### config.mk
export PLATFORM = sky130hd
export DESIGN_NAME = lc3_operand_fetch
export DESIGN_NICKNAME = d
export VERILOG_FILES = /design/src/rtl/lc3_pkg.sv /design/src/rtl/lc3_imm_decode.sv /design/src/rtl/lc3_operand_fetch.sv
export SDC_FILE = /design/constraint.sdc
export NUM_CORES = 1
export LEC_CHECK = 0
export ABC_AREA = 1
export CAP_MARGIN = 20
export CORE_MARGIN = 1
export CORE_UTILIZATION = 40
export DETAILED_ROUTE_END_ITERATION = 7
export PLACE_DENSITY = 0.7
export SETUP_SLACK_MARGIN = 0.4
export SLEW_MARGIN = 40
export SYNTH_ARGS = -nofsm -noshare
export SYNTH_HDL_FRONTEND = slang
export SYNTH_SLANG_ARGS = --single-unit
### constraint.sdc
create_clock -name clk -period 6.8 [get_ports clk]
set_clock_uncertainty 0.2 [all_clocks]
set_input_delay 1.7 -clock clk [delete_from_list [all_inputs] [get_ports clk]]
set_output_delay 1.7 -clock clk [all_outputs]
set_load 0.01 [all_outputs]
### src/rtl/lc3_pkg.sv
// Shared LC-3 definitions for the decode/operand-fetch stage: widths, opcodes,
// FSM states and source-register helpers.
package lc3_pkg;

    localparam int unsigned DATA_W = 16;
    localparam int unsigned REG_AW = 3;
    localparam int unsigned OP_W   = 4;

    localparam logic [OP_W-1:0] OP_BR   = 4'b0000;
    localparam logic [OP_W-1:0] OP_ADD  = 4'b0001;
    localparam logic [OP_W-1:0] OP_LD   = 4'b0010;
    localparam logic [OP_W-1:0] OP_ST   = 4'b0011;
    localparam logic [OP_W-1:0] OP_JSR  = 4'b0100;
    localparam logic [OP_W-1:0] OP_AND  = 4'b0101;
    localparam logic [OP_W-1:0] OP_LDR  = 4'b0110;
    localparam logic [OP_W-1:0] OP_STR  = 4'b0111;
    localparam logic [OP_W-1:0] OP_RTI  = 4'b1000;
    localparam logic [OP_W-1:0] OP_NOT  = 4'b1001;
    localparam logic [OP_W-1:0] OP_LDI  = 4'b1010;
    localparam logic [OP_W-1:0] OP_STI  = 4'b1011;
    localparam logic [OP_W-1:0] OP_JMP  = 4'b1100;
    localparam logic [OP_W-1:0] OP_RES  = 4'b1101;
    localparam logic [OP_W-1:0] OP_LEA  = 4'b1110;
    localparam logic [OP_W-1:0] OP_TRAP = 4'b1111;

    typedef enum logic [1:0] {
        StIdle  = 2'd0,
        StRead  = 2'd1,
        StValid = 2'd2
    } state_t;

    function automatic logic [REG_AW-1:0] src1_of(input logic [DATA_W-1:0] instr);
        return instr[8:6];
    endfunction

    // Stores read their data register through port 2.
    function automatic logic [REG_AW-1:0] src2_of(input logic [DATA_W-1:0] instr);
        logic [OP_W-1:0] op;
        op = instr[15:12];
        if (op == OP_ST || op == OP_STI || op == OP_STR) begin
            return instr[11:9];
        end
        return instr[2:0];
    endfunction

endpackage

### src/rtl/lc3_imm_decode.sv
// Combinational LC-3 instruction field decode: immediate, destination and
// control flags consumed by the execute stage.
module lc3_imm_decode
    import lc3_pkg::*;
(
    input  logic [15:0] i_instr,
    output logic [15:0] o_imm,
    output logic [2:0]  o_dst,
    output logic        o_wr_dst,
    output logic        o_set_cc,
    output logic        o_use_imm,
    output logic        o_illegal
);

    logic [3:0] w_op;

    assign w_op = i_instr[15:12];

    always_comb begin
        o_imm     = '0;
        o_dst     = i_instr[11:9];
        o_wr_dst  = 1'b0;
        o_set_cc  = 1'b0;
        o_use_imm = 1'b0;
        o_illegal = 1'b0;
        case (w_op)
            OP_ADD, OP_AND: begin
                o_imm     = {{11{i_instr[4]}}, i_instr[4:0]};
                o_use_imm = i_instr[5];
                o_wr_dst  = 1'b1;
                o_set_cc  = 1'b1;
            end
            OP_NOT: begin
                o_wr_dst = 1'b1;
                o_set_cc = 1'b1;
            end
            OP_LD, OP_LDI: begin
                o_imm    = {{7{i_instr[8]}}, i_instr[8:0]};
                o_wr_dst = 1'b1;
                o_set_cc = 1'b1;
            end
            OP_LDR: begin
                o_imm    = {{10{i_instr[5]}}, i_instr[5:0]};
                o_wr_dst = 1'b1;
                o_set_cc = 1'b1;
            end
            OP_STR: begin
                o_imm = {{10{i_instr[5]}}, i_instr[5:0]};
            end
            OP_BR, OP_ST, OP_STI: begin
                o_imm = {{7{i_instr[8]}}, i_instr[8:0]};
            end
            OP_LEA: begin
                o_imm    = {{7{i_instr[8]}}, i_instr[8:0]};
                o_wr_dst = 1'b1;
            end
            OP_JSR: begin
                // JSRR (instr[11]=0) takes its target from a register.
                if (i_instr[11]) begin
                    o_imm = {{5{i_instr[10]}}, i_instr[10:0]};
                end
                o_dst    = 3'd7;
                o_wr_dst = 1'b1;
            end
            OP_TRAP: begin
                o_imm    = {8'h00, i_instr[7:0]};
                o_dst    = 3'd7;
                o_wr_dst = 1'b1;
            end
            OP_RTI, OP_RES: begin
                o_illegal = 1'b1;
            end
            default: begin
            end
        endcase
    end

endmodule

### src/rtl/lc3_operand_fetch.sv
// LC-3 decode/operand-fetch stage: reads the register file, forwards concurrent
// writebacks and hands decoded operands to execute over a valid/ready handshake.
module lc3_operand_fetch
    import lc3_pkg::*;
(
    input  logic        clk,
    input  logic        rst,
    input  logic        in_valid,
    output logic        in_ready,
    input  logic [15:0] in_instr,
    input  logic [15:0] in_pc,
    output logic [2:0]  rf_sr1,
    output logic [2:0]  rf_sr2,
    input  logic [15:0] rf_sr1_data,
    input  logic [15:0] rf_sr2_data,
    input  logic        wb_en,
    input  logic [2:0]  wb_dst,
    input  logic [15:0] wb_data,
    output logic        out_valid,
    input  logic        out_ready,
    output logic [3:0]  out_opcode,
    output logic [2:0]  out_dst,
    output logic [15:0] out_a,
    output logic [15:0] out_b,
    output logic [15:0] out_imm,
    output logic        out_use_imm,
    output logic [15:0] out_pc,
    output logic        out_wr_dst,
    output logic        out_set_cc,
    output logic        out_illegal
);

    state_t      r_state;
    state_t      w_state_next;
    logic [15:0] r_instr;
    logic [15:0] r_pc;
    logic        r_fwd1_vld;
    logic        r_fwd2_vld;
    logic [15:0] r_fwd1_data;
    logic [15:0] r_fwd2_data;

    logic        w_accept;
    logic [15:0] w_src_instr;
    logic [2:0]  w_sr1;
    logic [2:0]  w_sr2;
    logic        w_wb_hit1;
    logic        w_wb_hit2;
    logic [15:0] w_opnd_a;
    logic [15:0] w_opnd_b;

    logic [15:0] w_imm;
    logic [2:0]  w_dst;
    logic        w_wr_dst;
    logic        w_set_cc;
    logic        w_use_imm;
    logic        w_illegal;

    assign in_ready    = !rst && (r_state == StIdle || (r_state == StValid && out_ready));
    assign w_accept    = in_valid && in_ready;
    assign w_src_instr = w_accept ? in_instr : r_instr;
    assign w_sr1       = src1_of(w_src_instr);
    assign w_sr2       = src2_of(w_src_instr);
    assign rf_sr1      = w_sr1;
    assign rf_sr2      = w_sr2;

    // Matches against whichever instruction currently owns the read ports.
    assign w_wb_hit1 = wb_en && (wb_dst == w_sr1);
    assign w_wb_hit2 = wb_en && (wb_dst == w_sr2);

    // READ-cycle write beats the accept-cycle record, which beats stale RF data.
    assign w_opnd_a = w_wb_hit1 ? wb_data : (r_fwd1_vld ? r_fwd1_data : rf_sr1_data);
    assign w_opnd_b = w_wb_hit2 ? wb_data : (r_fwd2_vld ? r_fwd2_data : rf_sr2_data);

    lc3_imm_decode u_imm_decode (
        .i_instr   (r_instr),
        .o_imm     (w_imm),
        .o_dst     (w_dst),
        .o_wr_dst  (w_wr_dst),
        .o_set_cc  (w_set_cc),
        .o_use_imm (w_use_imm),
        .o_illegal (w_illegal)
    );

    always_ff @(posedge clk) begin
        if (rst) begin
            r_state <= StIdle;
        end else begin
            r_state <= w_state_next;
        end
    end

    always_comb begin
        w_state_next = r_state;
        case (r_state)
            StIdle: begin
                if (w_accept) begin
                    w_state_next = StRead;
                end
            end
            StRead: begin
                w_state_next = StValid;
            end
            StValid: begin
                if (out_ready) begin
                    w_state_next = w_accept ? StRead : StIdle;
                end
            end
            default: begin
                w_state_next = StIdle;
            end
        endcase
    end

    always_ff @(posedge clk) begin
        if (rst) begin
            r_instr     <= '0;
            r_pc        <= '0;
            r_fwd1_vld  <= 1'b0;
            r_fwd2_vld  <= 1'b0;
            r_fwd1_data <= '0;
            r_fwd2_data <= '0;
        end else if (w_accept) begin
            r_instr     <= in_instr;
            r_pc        <= in_pc;
            r_fwd1_vld  <= w_wb_hit1;
            r_fwd2_vld  <= w_wb_hit2;
            r_fwd1_data <= wb_data;
            r_fwd2_data <= wb_data;
        end
    end

    always_ff @(posedge clk) begin
        if (rst) begin
            out_valid   <= 1'b0;
            out_opcode  <= '0;
            out_dst     <= '0;
            out_a       <= '0;
            out_b       <= '0;
            out_imm     <= '0;
            out_use_imm <= 1'b0;
            out_pc      <= '0;
            out_wr_dst  <= 1'b0;
            out_set_cc  <= 1'b0;
            out_illegal <= 1'b0;
        end else begin
            case (r_state)
                StRead: begin
                    out_valid   <= 1'b1;
                    out_opcode  <= r_instr[15:12];
                    out_dst     <= w_dst;
                    out_a       <= w_opnd_a;
                    out_b       <= w_opnd_b;
                    out_imm     <= w_imm;
                    out_use_imm <= w_use_imm;
                    out_pc      <= r_pc;
                    out_wr_dst  <= w_wr_dst;
                    out_set_cc  <= w_set_cc;
                    out_illegal <= w_illegal;
                end
                StValid: begin
                    if (out_ready) begin
                        out_valid <= 1'b0;
                    end else begin
                        // Keep held operands current with writebacks.
                        if (w_wb_hit1) begin
                            out_a <= wb_data;
                        end
                        if (w_wb_hit2) begin
                            out_b <= wb_data;
                        end
                    end
                end
                default: begin
                end
            endcase
        end
    end

endmodule

==> flow_summary.yaml, run 1 <==
grt:
  grt_pass1_vias: 5141
  grt_pass1_wl_mm: 25.9
  grt_use_total: 0.230
  grt_max_degree: 63
  antenna_found_initial: 0
  grt_overflow: 0
layout:
  area_delta_synth_final_pct: 40.9
  antenna_cells: 0
  fin_area_um2: 8030
  nets: 1072
  drive_gt1_frac: 0.0614
  stdcell_count: 1173
sta:
  fin_tns_setup_ps: 0
  period_needed_ps: 5880
  worst_pin_slew_ps: 616
  maxSlewHeadroom: 0.589
  hold_viol: 0
  period_share: 0.865
  setup_viol: 0
  max_freq_ghz: 0.170
  worst_slack_ps: 916
  slew_viol_final: 0
  rsz0062_at_grt: "no"
hold_path:
  min_path_type: "reg -> reg"
  worstHoldStart: "r_pc[10]"
critical_path:
  rr_startpoint: "r_state[0]"
  cp_max_fo: 51
  crit_required_ps: 4900
  reg2reg_slack_ps: 2910
  worstSetupStartpointType: "input port"
  startpoint: "out_ready"
  end_kind: "output pin"
  crit_type: "in -> out"
  critical_path_arrival_ps: 3980
clocking:
  insertion_delay_ps: 420
  clk_pin_slew_worst_paths_ps: 60
  max-clock-path-buffers: 2
  hold_buffers: 0
  numCtsBuffers: 17
  cts_resized: 0
  cts_tree: "done"
  root_buffer: "clkbuf_16"
  cts_setup_buffers: 0
  htreeDepth: 4
  cts.sinks: 123
logic_synthesis:
  synth_top_area_share: 0.432
  synth_common_cells: "nand2_1 (168), dfxtp_1 (123), o21ai_0 (113)"
  synthFlopType: "dfxtp_1"
  synth.most_common_cell: "nand2_1"
  synth_cell_type_count: 34
  yosys.area.top_type: "dfxtp_1"
  synthArstFlopShare: 0
  ys_seq_elements: 123
  synthTopCellsByArea: "dfxtp_1 (43%), nand2_1 (11%), o21ai_0 (9.9%)"
  ys_seq_area_frac: 0.432
  syn_area_per_cell_um2: 6.80
  synth_area_um2: 5700
  syn_nets: 930
  synth_warnings: 0
  synth_edf_count: 0
  syn_inst: 838
run_status:
  status: "complete, no violations"
placement:
  place_area_um2: 7410
  gp_congestion: 0.978
  place_ws_ps: 983
  io_buffers: 170
  place_inst: 1141
  hpwl_mm: 11.6
drt:
  drtPass1Iterations: 5
  wirelength_mm: 16.3
  vias: 5696
  ant_nets: 0
  drc: 0
  drt_iter0_markers: 397
  via_per_inst: 4.86
  drt-wirelength-per-cell_um: 13.9
floorplan:
  die_area_um2: 14700
  die_h_um: 121
  initial_core_util: 0.411
  fp-row-count: 43
  core_area_um2: 13900
  die_x_um: 121
  ios: 171
power_and_ir_drop:
  leakage_nw: 3.32
  ir_worst_vdd_uv: 181
  power_density_nw_per_um2: 422
job:
  drv_cap: 0
## cell usage in the layout, fill, tap and decap left out
cell and count:
clkdlybuf4s50_1 170, nand2_1 168, dfxtp_1 121, o21ai_0 113, nor2_1 105, inv_1 102, a21oi_1 78, nand3_1 42
clkbuf_16 17, nand2_2 9, buf_4 6, inv_2 5, nand4_1 5, o21ai_1 5, clkinv_4 4, nor3_1 3
ha_1 3, bufinv_16 3, clkinvlp_4 3, nor2_4 2, clkinv_1 2, a21oi_4 2, a22oi_1 2, o22ai_1 2
a31oi_1 2, o211ai_1 2, o31ai_1 2, clkbuf_8 2, clkinv_2 2, dfxtp_2 2, nand3_4 1, o21ai_2 1
nand3b_1 1, a22o_1 1, xor2_1 1, o221ai_1 1, a211oi_1 1, ha_2 1, inv_6 1
## stage by stage
stage	hold slack, ps	power (mW)	util
after floorplan	230	1.91	-
after global placement	241	2.44	0.534
after detailed placement	242	2.46	0.534
after CTS	251	3.41	0.578
after global routing	265	3.64	0.578
final	250	3.39	0.578
## final timing paths
path               endpoint  depth (start not counted)
setup / recovery  rf_sr2[1]                         12
hold / removal     r_pc[10]                          2
setup reg to reg   out_a[5]                         16
hold reg to reg    r_pc[10]                          2
## critical path: stages
cell and delay (ps):
clkdlybuf4s50_1 450, nand2_2 100, nand2_2 130, nand3_4 140
buf_4 440, nand2_1 90, o21ai_1 120, inv_1 80
nand2_1 70, nand2_1 60, inv_1 50, clkdlybuf4s50_1 530
## flip-flops by register name (all words and copies together), names as in the netlist, 4 cells and up
register and cells:
r_pc 16, r_instr 16, out_opcode 4, out_imm 11
out_a 16, out_b 16, out_pc 16, r_fwd2_data 16
## where the power goes
group,switching (mW),total [mW],internal (mW)
Combinational,0.803,1.40,0.596
Clock,0.341,0.938,0.597
Sequential,0.114,1.05,0.938
Total,1.26,3.39,2.13
## routing by layer
| layer | vias up | wire, um | global-route usage |
|---|---|---|---|
| met1 | 2503 | 7580 | 0.311 |
| li1 | 2959 | - | - |
| met2 | 208 | 7220 | 0.341 |
| met3 | 26 | 1220 | 0.0611 |
| met4 | 0 | 291 | 0.0972 |
| met5 | - | 0 | 0 |
## cells by family (layout without fill, tap and decap cells)
kind of cell / after synthesis / after routing / share of synthesized area
AO/OA/AOI/OAI: 212 / 212 / 0.196
XOR/XNOR: 1 / 1 / 0.00154
AND/OR/NAND/NOR: 336 / 336 / 0.243
flip-flops: 123 / 123 / 0.432
adder cells (fa/ha/maj): 4 / 4 / 0.00878
buffers and inverters: 162 / 317 / 0.119
## layout make-up
class / count / area [um2]
multi-input cells: 553 / 2560
inverters: 109 / 409
clock inverters: 13 / 166
fillers: 1332 / 5850
repair buffers: 176 / 1750
well taps: 180 / 225
clock buffers: 19 / 453
flip-flops and latches: 123 / 2460
Power figures use the tool's default switching activity.
==> run 2: changes to the inputs <==
--- a/config.mk
+++ b/config.mk
@@ -9,8 +9,9 @@
 export CAP_MARGIN = 20
 export CORE_MARGIN = 1
 export CORE_UTILIZATION = 40
+export CTS_CLUSTER_SIZE = 14
 export DETAILED_ROUTE_END_ITERATION = 7
-export PLACE_DENSITY = 0.7
+export PLACE_DENSITY = 0.76
 export SETUP_SLACK_MARGIN = 0.4
 export SLEW_MARGIN = 40
 export SYNTH_ARGS = -nofsm -noshare
==> run 2 against run 1 <==
  * Global-route usage decreased by 0.75 points
  * Critical path depth unchanged
  * Combinational power about the same
  * Sequential power about the same
  * Cell count stayed put
  * Flip-flop and latch count unchanged
  * Setup slack improved by 54 ps
  * Clock-buffer cell count rose by 6
  * Clock power fell by 3.2%
  * Utilization fell by 0.15 points
  * Largest cell class unchanged
==> flow_summary.yaml, run 2 (synthesis gave the netlist of run 1 again) <==
run_status:
  status: "complete, no violations"
clocking:
  numCtsBuffers: 17
  hold_buffers: 0
  cts_resized: 0
  cts.sinks: 123
  max-clock-path-buffers: 2
  clk_pin_slew_worst_paths_ps: 50
  htreeDepth: 4
  cts_setup_buffers: 0
  root_buffer: "clkbuf_16"
  insertion_delay_ps: 410
  cts_tree: "done"
grt:
  antenna_found_initial: 0
  grt_pass1_vias: 5070
  grt_overflow: 0
  grt_use_total: 0.222
  grt_max_degree: 66
  grt_pass1_wl_mm: 25.1
floorplan:
  initial_core_util: 0.411
  die_h_um: 121
  fp-row-count: 43
  core_area_um2: 13900
  ios: 171
  die_area_um2: 14700
  die_x_um: 121
sta:
  fin_tns_setup_ps: 0
  period_needed_ps: 5830
  period_share: 0.857
  setup_viol: 0
  worst_slack_ps: 969
  hold_viol: 0
  worst_pin_slew_ps: 637
  hold-worst-slack_ps: 251
  maxSlewHeadroom: 0.575
  slew_viol_final: 0
  max_freq_ghz: 0.172
  rsz0062_at_grt: "no"
placement:
  place_ws_ps: 988
  place_area_um2: 7410
  hpwl_mm: 11.4
  gp_congestion: 0.965
  place_inst: 1141
  io_buffers: 170
drt:
  highest_layer: "met4"
  ant_nets: 0
  wl_met2_mm: 7.13
  via_per_inst: 4.91
  wl_met3_mm: 1.22
  drc: 0
  vias: 5755
  met1_length_mm: 7.14
  drtPass1Iterations: 5
  drt-wirelength-per-cell_um: 13.5
  drt_iter0_markers: 469
  wirelength_mm: 15.8
layout:
  fin_area_um2: 8010
  nFillCells: 1291
  drive_gt1_frac: 0.0564
  fin_util: 0.577
  antenna_cells: 0
  nets: 1072
  stdcell_count: 1173
  area_delta_synth_final_pct: 40.5
  final_common_cell: "clkdlybuf4s50_1"
  mostFrequentLayoutCells: "clkdlybuf4s50_1 (170), nand2_1 (168), dfxtp_1 (121)"
hold_path:
  min_path_type: "reg -> reg"
power_and_ir_drop:
  leakage_nw: 3.31
  ir_worst_vdd_uv: 155
  power_density_nw_per_um2: 419
  p_total_mw: 3.36
critical_path:
  critical_path_arrival_ps: 3930
  worstSetupStartpointType: "input port"
  cp_max_fo: 52
  end_kind: "output pin"
  crit_required_ps: 4900
  crit_type: "in -> out"
job:
  drv_cap: 0
[run 2: path summary, 6_finish.rpt]
kind	start	end	slack, ps	cells past startpoint
worst min-delay path	r_pc[5]	r_pc[5]	250	2
worst max-delay path	out_ready	rf_sr2[1]	970	12
worst max register to register	r_state[0]	out_a[8]	2960	17
worst min register to register	r_pc[5]	r_pc[5]	250	2
[run 2: metal layers]
layer | vias to the layer above | GRT usage
met4 | 0 | 0.0910
met5 | - | 0
met1 | 2561 | 0.295
met2 | 213 | 0.337
met3 | 23 | 0.0611
li1 | 2958 | -
[run 2: report_power, final]
group	leakage (nW)	total [mW]	switching (mW)	internal, mW
logic	2.01	1.39	0.799	0.596
clock network	0.291	0.908	0.305	0.603
registers	1.01	1.05	0.115	0.938
[run 2: layout make-up]
| type | count | area (um2) | area share |
|---|---|---|---|
| Clock buffer | 25 | 485 | 0.0606 |
| Clock inverter | 7 | 113 | 0.0141 |
| Inverter | 109 | 409 | 0.0511 |
| Multi-Input combinational cell | 553 | 2560 | 0.320 |
| Sequential cell | 123 | 2460 | 0.308 |
| Tap cell | 180 | 225 | 0.0281 |
| Timing Repair Buffer | 176 | 1750 | 0.218 |
[run 2: worst max-delay path, cell delays in order]
cell	delay, ps
clkdlybuf4s50_1	440
nand2_2	100
nand2_2	120
nand3_4	130
buf_4	440
nand2_1	90
o21ai_1	120
inv_1	70
nand2_1	70
nand2_1	60
inv_1	60
clkdlybuf4s50_1	530
==> run 3: changes to the inputs <==
--- a/config.mk
+++ b/config.mk
@@ -8,10 +8,10 @@
 export ABC_AREA = 1
 export CAP_MARGIN = 20
 export CORE_MARGIN = 1
-export CORE_UTILIZATION = 40
+export CORE_UTILIZATION = 35
 export CTS_CLUSTER_SIZE = 14
 export DETAILED_ROUTE_END_ITERATION = 7
-export PLACE_DENSITY = 0.76
+export PLACE_DENSITY = 0.68
 export SETUP_SLACK_MARGIN = 0.4
 export SLEW_MARGIN = 40
 export SYNTH_ARGS = -nofsm -noshare
==> run 3 against run 2 <==
  * Via count is 1.9% lower
  * Worst hold slack worse by 3.0 ps
  * Sequential power hardly changed
  * Routed wire length is 6.4% higher
  * Sequential share of layout area is 0.33 points lower
  * Register-to-register slack better by 140 ps
  * Flip-flop and latch count stayed put
  * Final area is 1.1% higher
  * Critical path type unchanged
  * Critical endpoint unchanged
  * Largest power group unchanged
==> flow_summary.yaml, run 3 (synthesis gave the netlist of run 1 again) <==
run_status:
  status: "complete, no violations"
placement:
  place_ws_ps: 889
  place_area_um2: 7450
  hpwl_mm: 12.2
  io_buffers: 170
  place_inst: 1176
  gp_congestion: 0.901
layout:
  area_delta_synth_final_pct: 42.0
  mostFrequentLayoutCells: "clkdlybuf4s50_1 (170), nand2_1 (168), dfxtp_1 (121)"
  fin_util: 0.510
  drive_gt1_frac: 0.0605
  antenna_cells: 0
  stdcell_count: 1208
  fin_area_um2: 8090
  nets: 1071
  final_common_cell: "clkdlybuf4s50_1"
clocking:
  numCtsBuffers: 17
  insertion_delay_ps: 420
  hold_buffers: 0
  root_buffer: "clkbuf_16"
  cts_setup_buffers: 0
  htreeDepth: 4
  clk_pin_slew_worst_paths_ps: 60
  cts_resized: 0
  max-clock-path-buffers: 2
  cts.sinks: 123
  cts_tree: "done"
grt:
  grt_pass1_wl_mm: 25.8
  grt_max_degree: 68
  grt_pass1_vias: 4975
  grt_use_total: 0.202
  antenna_found_initial: 0
  grt_overflow: 0
power_and_ir_drop:
  internal-power_mw: 2.16
  sequentialPowerShare: 0.306
  p_sw_frac: 0.371
  p_switching_mw: 1.28
  power_frac_clock: 0.287
  power_density_nw_per_um2: 425
  ir_worst_vdd_uv: 212
  comb_power_share: 0.408
  leakage_nw: 3.33
drt:
  vias: 5647
  drtPass1Iterations: 5
  drt-wirelength-per-cell_um: 13.9
  drt_iter0_markers: 433
  via_per_inst: 4.67
  wirelength_mm: 16.8
  ant_nets: 0
  drc: 0
critical_path:
  cp_max_fo: 24
  crit_required_ps: 4900
  critPathMostFrequentCell: "nand2_1"
  end_kind: "output pin"
  critical_path_arrival_ps: 4030
  crit_type: "in -> out"
  cp_slowest_cell: "clkdlybuf4s50_1"
  worstSetupStartpointType: "input port"
  crit_path_cell_trace: "clkdlybuf4s50_1, nand2_2, nand2_2, nand3_4, nand2_1, nand2_1, nand2_1, nand2_2, nand2_1, nand2_1, inv_1, clkdlybuf4s50_1"
  critPathMaxStageDelay_ps: 520
sta:
  hold_viol: 0
  rsz0062_at_grt: "no"
  slew_viol_final: 0
  fin_tns_setup_ps: 0
  maxSlewHeadroom: 0.577
  setup_viol: 0
  worst_slack_ps: 865
  period_needed_ps: 5930
  max_freq_ghz: 0.168
  worst_pin_slew_ps: 635
  period_share: 0.873
floorplan:
  die_h_um: 130
  fp-row-count: 46
  ios: 171
  core_area_um2: 15900
  die_x_um: 130
  die_area_um2: 16800
  initial_core_util: 0.359
hold_path:
  min_path_type: "reg -> reg"
job:
  drv_cap: 0
[run 3: worst paths after layout]
check	from	to	slack, ps	cells past startpoint
worst max-delay path	out_ready	rf_sr2[1]	870	12
worst min-delay path	r_pc[11]	out_pc[11]	250	2
worst max register to register	r_state[0]	out_b[7]	3100	19
worst min register to register	r_pc[11]	out_pc[11]	250	2
[run 3: power by group through the flow]
stage	Clock, mW	Sequential (mW)	Combinational, mW
after global routing	1.04	1.08	1.58
after global placement	0	1.06	1.40
final	0.987	1.05	1.40
after detailed placement	0	1.07	1.40
after CTS	1.00	1.05	1.41
after floorplan	0	1.12	0.793
[run 3: cell type report]
type / instances / area (um2)
Sequential cell: 123 / 2460
Timing Repair Buffer: 175 / 1740
Tap cell: 216 / 270
Clock buffer: 18 / 439
Fill cell: 1629 / 7790
Clock inverter: 14 / 208
Multi-Input combinational cell: 553 / 2560
Inverter: 109 / 409
[run 3: routing by layer]
| metal | vias to the layer above | global-route usage | wire length (um) |
|---|---|---|---|
| met2 | 178 | 0.302 | 7490 |
| met3 | 29 | 0.0524 | 1090 |
| met4 | 0 | 0.0862 | 410 |
| li1 | 2952 | - | - |
| met1 | 2488 | 0.274 | 7830 |
| met5 | - | 0 | 0 |
[run 3: worst max-delay path, delay by kind of cell]
family,cells,cell delay [ps]
buffers and inverters,3,1070
AND/OR/NAND/NOR,9,1240
[run 3: stage by stage]
| step | total power, mW | hold WS, ps |
|---|---|---|
| 6_report | 3.44 | 248 |
| 5_1_grt | 3.69 | 266 |
| 4_1_cts | 3.47 | 253 |
| 3_5_place_dp | 2.47 | 243 |
| 3_3_place_gp | 2.46 | 242 |
| 2_1_floorplan | 1.91 | 230 |
